[config.mk]
export PLATFORM = sky130hd
export DESIGN_NAME = st_align_flat
export DESIGN_NICKNAME = d
export VERILOG_FILES = /design/src/rtl/st_align_if.sv /design/src/rtl/st_align.sv /design/src/flat_wrapper.sv
export SDC_FILE = /design/constraint.sdc
export NUM_CORES = 1
export LEC_CHECK = 0
export ABC_AREA = 1
export CAP_MARGIN = 10
export CORE_MARGIN = 5
export CORE_UTILIZATION = 48
export CTS_BUF_LIST = sky130_fd_sc_hd__clkbuf_2 sky130_fd_sc_hd__clkbuf_4 sky130_fd_sc_hd__clkbuf_8
export CTS_CLUSTER_SIZE = 30
export DETAILED_ROUTE_END_ITERATION = 10
export PLACE_DENSITY = 0.95
export SKIP_LAST_GASP = 1
export SYNTH_ARGS = -nofsm -noshare
export SYNTH_HDL_FRONTEND = slang
export SYNTH_SLANG_ARGS = --single-unit
[constraint.sdc]
create_clock -name clk -period 3.6 [get_ports clk]
set_clock_uncertainty 0.05 [all_clocks]
set_input_delay 0.72 -clock clk [delete_from_list [all_inputs] [get_ports clk]]
set_output_delay 0.72 -clock clk [all_outputs]
set_load 0.02 [all_outputs]
[src/rtl/st_align_if.sv]
// Store request / data-memory write bundle for st_align.
// slave is the aligner's view; master is the core + memory side.
interface st_align_if #(
  parameter int ADDR_W = 32
);

  logic              st_valid;
  logic              st_ready;
  logic [2:0]        st_funct3;
  logic [ADDR_W-1:0] st_addr;
  logic [31:0]       st_data;

  logic              mem_req;
  logic [ADDR_W-1:0] mem_addr;
  logic [31:0]       mem_wdata;
  logic [3:0]        mem_be;
  logic              mem_ack;

  logic              st_done;
  logic              st_err;
  logic [1:0]        st_err_code;

  modport slave (
    input  st_valid,
    input  st_funct3,
    input  st_addr,
    input  st_data,
    input  mem_ack,
    output st_ready,
    output mem_req,
    output mem_addr,
    output mem_wdata,
    output mem_be,
    output st_done,
    output st_err,
    output st_err_code
  );

  modport master (
    output st_valid,
    output st_funct3,
    output st_addr,
    output st_data,
    output mem_ack,
    input  st_ready,
    input  mem_req,
    input  mem_addr,
    input  mem_wdata,
    input  mem_be,
    input  st_done,
    input  st_err,
    input  st_err_code
  );

endinterface

[src/rtl/st_align.sv]
// Store aligner: narrows rs2 to SB/SH/SW lanes and writes data memory.
// Optional ST_TIMEOUT_EN adds a REQ timeout counter (error code 10).
module st_align #(
  parameter int ADDR_W  = 32,
  parameter int TIMEOUT = 16
) (
  input logic       clk,
  input logic       rst_n,
  st_align_if.slave bus
);

  typedef enum logic [1:0] {
    IDLE,
    REQ,
    DONE,
    ERR
  } state_t;

  localparam logic [1:0] CODE_NONE = 2'b00;
  localparam logic [1:0] CODE_MIS  = 2'b01;
  localparam logic [1:0] CODE_TO   = 2'b10;
  localparam logic [1:0] CODE_ILL  = 2'b11;

  // The 8-bit timeout counter cannot hold limits outside 2..255
  if (TIMEOUT < 2 || TIMEOUT > 255) begin : g_bad_timeout
    localparam int BAD_TIMEOUT = TIMEOUT;
  end

  state_t state;

  logic is_sb;
  logic is_sh;
  logic is_sw;
  logic f3_ok;
  logic mis;

  logic [31:0] lane_wdata;
  logic [3:0]  lane_be;

`ifdef ST_TIMEOUT_EN
  localparam logic [7:0] TO_LAST = 8'(TIMEOUT - 1);
  logic [7:0] to_cnt;
`endif

  assign is_sb = (bus.st_funct3 == 3'b000);
  assign is_sh = (bus.st_funct3 == 3'b001);
  assign is_sw = (bus.st_funct3 == 3'b010);

  assign bus.st_ready = (state == IDLE);

  // Decode width, alignment and lane placement of the incoming store
  always_comb begin
    f3_ok      = 1'b1;
    mis        = 1'b0;
    lane_wdata = bus.st_data;
    lane_be    = 4'b1111;
    unique case (1'b1)
      is_sb: begin
        lane_wdata = {4{bus.st_data[7:0]}};
        lane_be    = 4'b0001 << bus.st_addr[1:0];
      end
      is_sh: begin
        lane_wdata = {2{bus.st_data[15:0]}};
        lane_be    = bus.st_addr[1] ? 4'b1100
                                    : 4'b0011;
        mis        = bus.st_addr[0];
      end
      is_sw: begin
        mis = |bus.st_addr[1:0];
      end
      default: begin
        f3_ok = 1'b0;
      end
    endcase
  end

  // Handshake FSM; every bus output is registered here
  always_ff @(posedge clk) begin
    if (!rst_n) begin
      state           <= IDLE;
      bus.mem_req     <= 1'b0;
      bus.mem_addr    <= '0;
      bus.mem_wdata   <= '0;
      bus.mem_be      <= '0;
      bus.st_done     <= 1'b0;
      bus.st_err      <= 1'b0;
      bus.st_err_code <= CODE_NONE;
`ifdef ST_TIMEOUT_EN
      to_cnt          <= '0;
`endif
    end else begin
      unique case (state)
        IDLE: begin
          if (bus.st_valid) begin
            if (!f3_ok) begin
              state           <= ERR;
              bus.st_err      <= 1'b1;
              bus.st_err_code <= CODE_ILL;
            end else if (mis) begin
              state           <= ERR;
              bus.st_err      <= 1'b1;
              bus.st_err_code <= CODE_MIS;
            end else begin
              state           <= REQ;
              bus.mem_req     <= 1'b1;
              bus.mem_addr    <= {bus.st_addr[ADDR_W-1:2],
                                  2'b00};
              bus.mem_wdata   <= lane_wdata;
              bus.mem_be      <= lane_be;
              bus.st_err_code <= CODE_NONE;
`ifdef ST_TIMEOUT_EN
              to_cnt          <= '0;
`endif
            end
          end
        end
        REQ: begin
          if (bus.mem_ack) begin
            state       <= DONE;
            bus.mem_req <= 1'b0;
            bus.st_done <= 1'b1;
`ifdef ST_TIMEOUT_EN
            to_cnt      <= '0;
          end else if (to_cnt == TO_LAST) begin
            state           <= ERR;
            bus.mem_req     <= 1'b0;
            bus.st_err      <= 1'b1;
            bus.st_err_code <= CODE_TO;
            to_cnt          <= '0;
          end else begin
            to_cnt <= to_cnt + 8'd1;
`endif
          end
        end
        DONE: begin
          state       <= IDLE;
          bus.st_done <= 1'b0;
        end
        ERR: begin
          state      <= IDLE;
          bus.st_err <= 1'b0;
        end
        default: begin
          state <= IDLE;
        end
      endcase
    end
  end

endmodule

[src/flat_wrapper.sv]
// flat-port wrapper written by rule: the top's interface ports become plain ports
module st_align_flat 
#(
  parameter int ADDR_W  = 32,
  parameter int TIMEOUT = 16
)
  (clk, rst_n, bus_st_valid, bus_st_funct3, bus_st_addr, bus_st_data, bus_mem_ack, bus_st_ready, bus_mem_req, bus_mem_addr, bus_mem_wdata, bus_mem_be, bus_st_done, bus_st_err, bus_st_err_code);
  st_align_if #(.ADDR_W(ADDR_W)) bus_i ();
  input logic clk;
  input logic rst_n;
  input wire logic [$bits(bus_i.st_valid)-1:0] bus_st_valid;
  input wire logic [$bits(bus_i.st_funct3)-1:0] bus_st_funct3;
  input wire logic [$bits(bus_i.st_addr)-1:0] bus_st_addr;
  input wire logic [$bits(bus_i.st_data)-1:0] bus_st_data;
  input wire logic [$bits(bus_i.mem_ack)-1:0] bus_mem_ack;
  output wire logic [$bits(bus_i.st_ready)-1:0] bus_st_ready;
  output wire logic [$bits(bus_i.mem_req)-1:0] bus_mem_req;
  output wire logic [$bits(bus_i.mem_addr)-1:0] bus_mem_addr;
  output wire logic [$bits(bus_i.mem_wdata)-1:0] bus_mem_wdata;
  output wire logic [$bits(bus_i.mem_be)-1:0] bus_mem_be;
  output wire logic [$bits(bus_i.st_done)-1:0] bus_st_done;
  output wire logic [$bits(bus_i.st_err)-1:0] bus_st_err;
  output wire logic [$bits(bus_i.st_err_code)-1:0] bus_st_err_code;
  assign bus_i.st_valid = bus_st_valid;
  assign bus_i.st_funct3 = bus_st_funct3;
  assign bus_i.st_addr = bus_st_addr;
  assign bus_i.st_data = bus_st_data;
  assign bus_i.mem_ack = bus_mem_ack;
  assign bus_st_ready = bus_i.st_ready;
  assign bus_mem_req = bus_i.mem_req;
  assign bus_mem_addr = bus_i.mem_addr;
  assign bus_mem_wdata = bus_i.mem_wdata;
  assign bus_mem_be = bus_i.mem_be;
  assign bus_st_done = bus_i.st_done;
  assign bus_st_err = bus_i.st_err;
  assign bus_st_err_code = bus_i.st_err_code;
  st_align #(.ADDR_W(ADDR_W), .TIMEOUT(TIMEOUT)) u_core (.clk(clk), .rst_n(rst_n), .bus(bus_i));
endmodule
==> impl_metrics.ini <==
[yosys]
ys_seq_area_share_pct = 42.1
synthAdderAreaFrac_pct = 0
synth_mux_area_share_pct = 0
avgSynthCellArea_sq_um = 6.09
synth-seq-cells = 73
synth-async-reset-ratio_pct = 0
synth_warnings = 0
yosysMostFrequentCell = nand2_1
synth-xor-area-share_pct = 0
synthDistinctLibCells = 19
netlist_area_sq_um = 3470
synth_top_family_by_area = simple AND/OR/NAND/NOR gates
netlist_top_cells_area = dfxtp_1, nand2_1, nor2_1, inv_1, nand3_1
synth_common_cells = nand2_1, nor2_1, inv_1, dfxtp_1, nand3_1
synth_ff_type = dfxtp_1
yosys.area.top_type = dfxtp_1
synth-edff-count = 0
synth_compound_area_share_pct = 3.61
syn_inst = 570
synthSimpleGateAreaFrac_pct = 39.1
synth_top_area_share_pct = 42.1

[place]
place_inst = 787
hpwlAfterDp_microns = 7330
io_buffers = 142
gp_congestion = 0.881

[clock_network]
postCtsResizedCells = 0
clk_path_buf_depth = 2
ctsHoldBuffers = 0
cts_sinks = 73
numCtsBuffers = 9
clock-root-buffer = clkbuf_8
clkLatencyLatePin_ns = 0.34
cts_tree = built
cts.htree.levels = 3
post-cts-setup-buffers = 0
clkSlewWorstSetupHoldPaths_ns = 0.08

[worst_hold_path]
hold_class = register to register
worstHoldPathCells = 2
whs_endpoint = u_core.bus.st_err$_SDFFE_PN0P_
hp-start = u_core.bus.st_err$_SDFFE_PN0P_

[layout]
nFillCells = 616
multi_input_area_sq_um = 1500
drive_above_1_share_pct = 4.11
stdcell_count = 804
final_nets = 771
synthToLayoutAreaGrowth_pct = 47.4
diodes = 0
seq_area_sq_um = 1460

[detailed_routing]
finalWirelength_microns = 9910
antenna_left = 0
wl_per_cell_microns = 12.3
drc_errors = 0
routed_via_density = 4.63
via_count = 3725
firstDrtPassIters = 4
drt_iter0_markers = 153

[floorplan]
die_w_microns = 95.0
initial_core_util_pct = 48.6
io_pins = 145
die_y_microns = 95.0
die_area_sq_um = 9030
coreArea_sq_um = 7140
rows = 31

[power]
powerDensity_nw_per_um2 = 397
fin_total_pwr_mw = 2.03
ir_drop_mv = 0.239
leakagePower_nw = 2.56

[critical_path]
path_class = primary input to register
crit_buf_inv = 3
startpoint = bus_st_funct3[0]
crit_slowest_cell = clkdlybuf4s50_1
regToRegSetupSlack_ns = 1.60
cp-start-kind = primary input
worstReg2RegEnd = u_core.bus.mem_addr[15]$_SDFFE_PN0P_
worstPathMaxFanout = 34
crit_path_max_incr_delay_ns = 0.45
cp-end-kind = register
cp_common_cell = nand2_1
cp.required_ns = 3.80
crit_family = buffers and inverters
crit_chain = clkdlybuf4s50_1, inv_1, nand3_1, nand4_4, buf_4, nand2_1, nand2_1, nor2_1
worstPathArrival_ns = 2.63
reg2reg_depth = 8
timing.rr.start = u_core.state[0]$_SDFFE_PN0P_

[global_routing]
first_global_vias = 3583
antenna_found_initial = 0
grt_pass1_wl_microns = 15900
grt-ovfl-total = 0
grt_start_max_net_pins = 72
grtUsageTotal_pct = 22.1

[timing]
worst_pin_slew_ns = 0.826
drv_slew = 0
maxSlewHeadroom_pct = 44.7
rsz0062_at_grt = false
hold_viol = 0
post-route-min-period_ns = 2.43
setup_viol = 0
totalNegativeSetupSlack_ns = 0
fmax_mhz = 411
fin_crit_sh_pct = 67.6

[job]
drv_cap = 0

[outcome]
status = finished clean
==> where the power goes <==
part / switching (mW) / total, mW / internal (mW)
clock: 0.303 / 0.609 / 0.306
sequential: 0.0333 / 0.902 / 0.869
combinational: 0.280 / 0.522 / 0.242
==> per-layer routing <==
metal  track usage, %  part of all wire (%)  vias to the layer above
li1                 -                     -                     1909
met4             7.33                   1.5                        0
met3             7.18                   9.3                       14
met2             38.3                    48                      152
met5                0                     0                        -
met1             25.8                    42                     1650
==> worst register-to-register path, delay by kind of cell, from the launching register on <==
family / cells / cell delay, ns
AND/OR/NAND/NOR: 6 / 1.13
flip-flops: 1 / 0.34
buffers and inverters: 2 / 0.42
==> per-stage QoR <==
| stage | cell area [sq um] | worst slack, ns | hold slack (ns) | util [%] |
|---|---|---|---|---|
| 5_1_grt | 5110 | 0.972 | 0.443 | 71.7 |
| 6_report | 5110 | 1.17 | 0.420 | 71.7 |
| 2_1_floorplan | 3470 | 1.85 | 0.436 | - |
| 4_1_cts | 5090 | 1.16 | 0.425 | 71.4 |
| 3_3_place_gp | 4900 | 0.889 | 0.400 | 68.7 |
| 3_5_place_dp | 4900 | 0.796 | 0.413 | 68.7 |
==> logic make-up after synthesis <==
logic type / Yosys count
flops: 73
compound gates: 24
other cells: 1
simple gates: 347
buf+inv: 125
==> state kept, by name (all words and copies together), names as in the netlist <==
name / flops
u_core.bus.mem_wdata: 32
u_core.bus.mem_addr: 30
u_core.bus.mem_be: 4
u_core.bus.st_err_code: 2
u_core.state: 2
u_core.bus.mem_req: 1
u_core.bus.st_done: 1
u_core.bus.st_err: 1
==> how the worst max path moves through the flow <==
stage | slack (ns) | depth (start not counted) | end
2_1_floorplan | 1.85 | 6 | u_core.bus.mem_wdata[25]$_SDFFE_PN0P_
3_3_place_gp | 0.89 | 8 | u_core.bus.mem_wdata[0]$_SDFFE_PN0P_
3_5_place_dp | 0.80 | 8 | u_core.bus.mem_wdata[1]$_SDFFE_PN0P_
4_1_cts | 1.16 | 8 | u_core.bus.mem_addr[14]$_SDFFE_PN0P_
5_1_grt | 0.97 | 8 | u_core.bus.mem_wdata[5]$_SDFFE_PN0P_
6_report | 1.17 | 8 | u_core.bus.mem_wdata[5]$_SDFFE_PN0P_
==> cell usage in the layout (no fill, tap or decap), types with 7 or more instances in the layout <==
cell / instances
nand2_1: 176
clkdlybuf4s50_1: 141
nor2_1: 140
inv_1: 93
dfxtp_1: 73
nand3_1: 27
a21oi_1: 14
clkbuf_8: 12
o21ai_0: 7
==> area by class of cell <==
cell class                      count  area share, %
Timing Repair Buffer              147           28.9
Inverter                           96           7.05
Clock buffer                       12           3.23
Sequential cell                    73           28.6
Clock inverter                      4          0.514
Tap cell                           99           2.42
Multi-Input combinational cell    373           29.3
(Power assumes the default switching activity.)
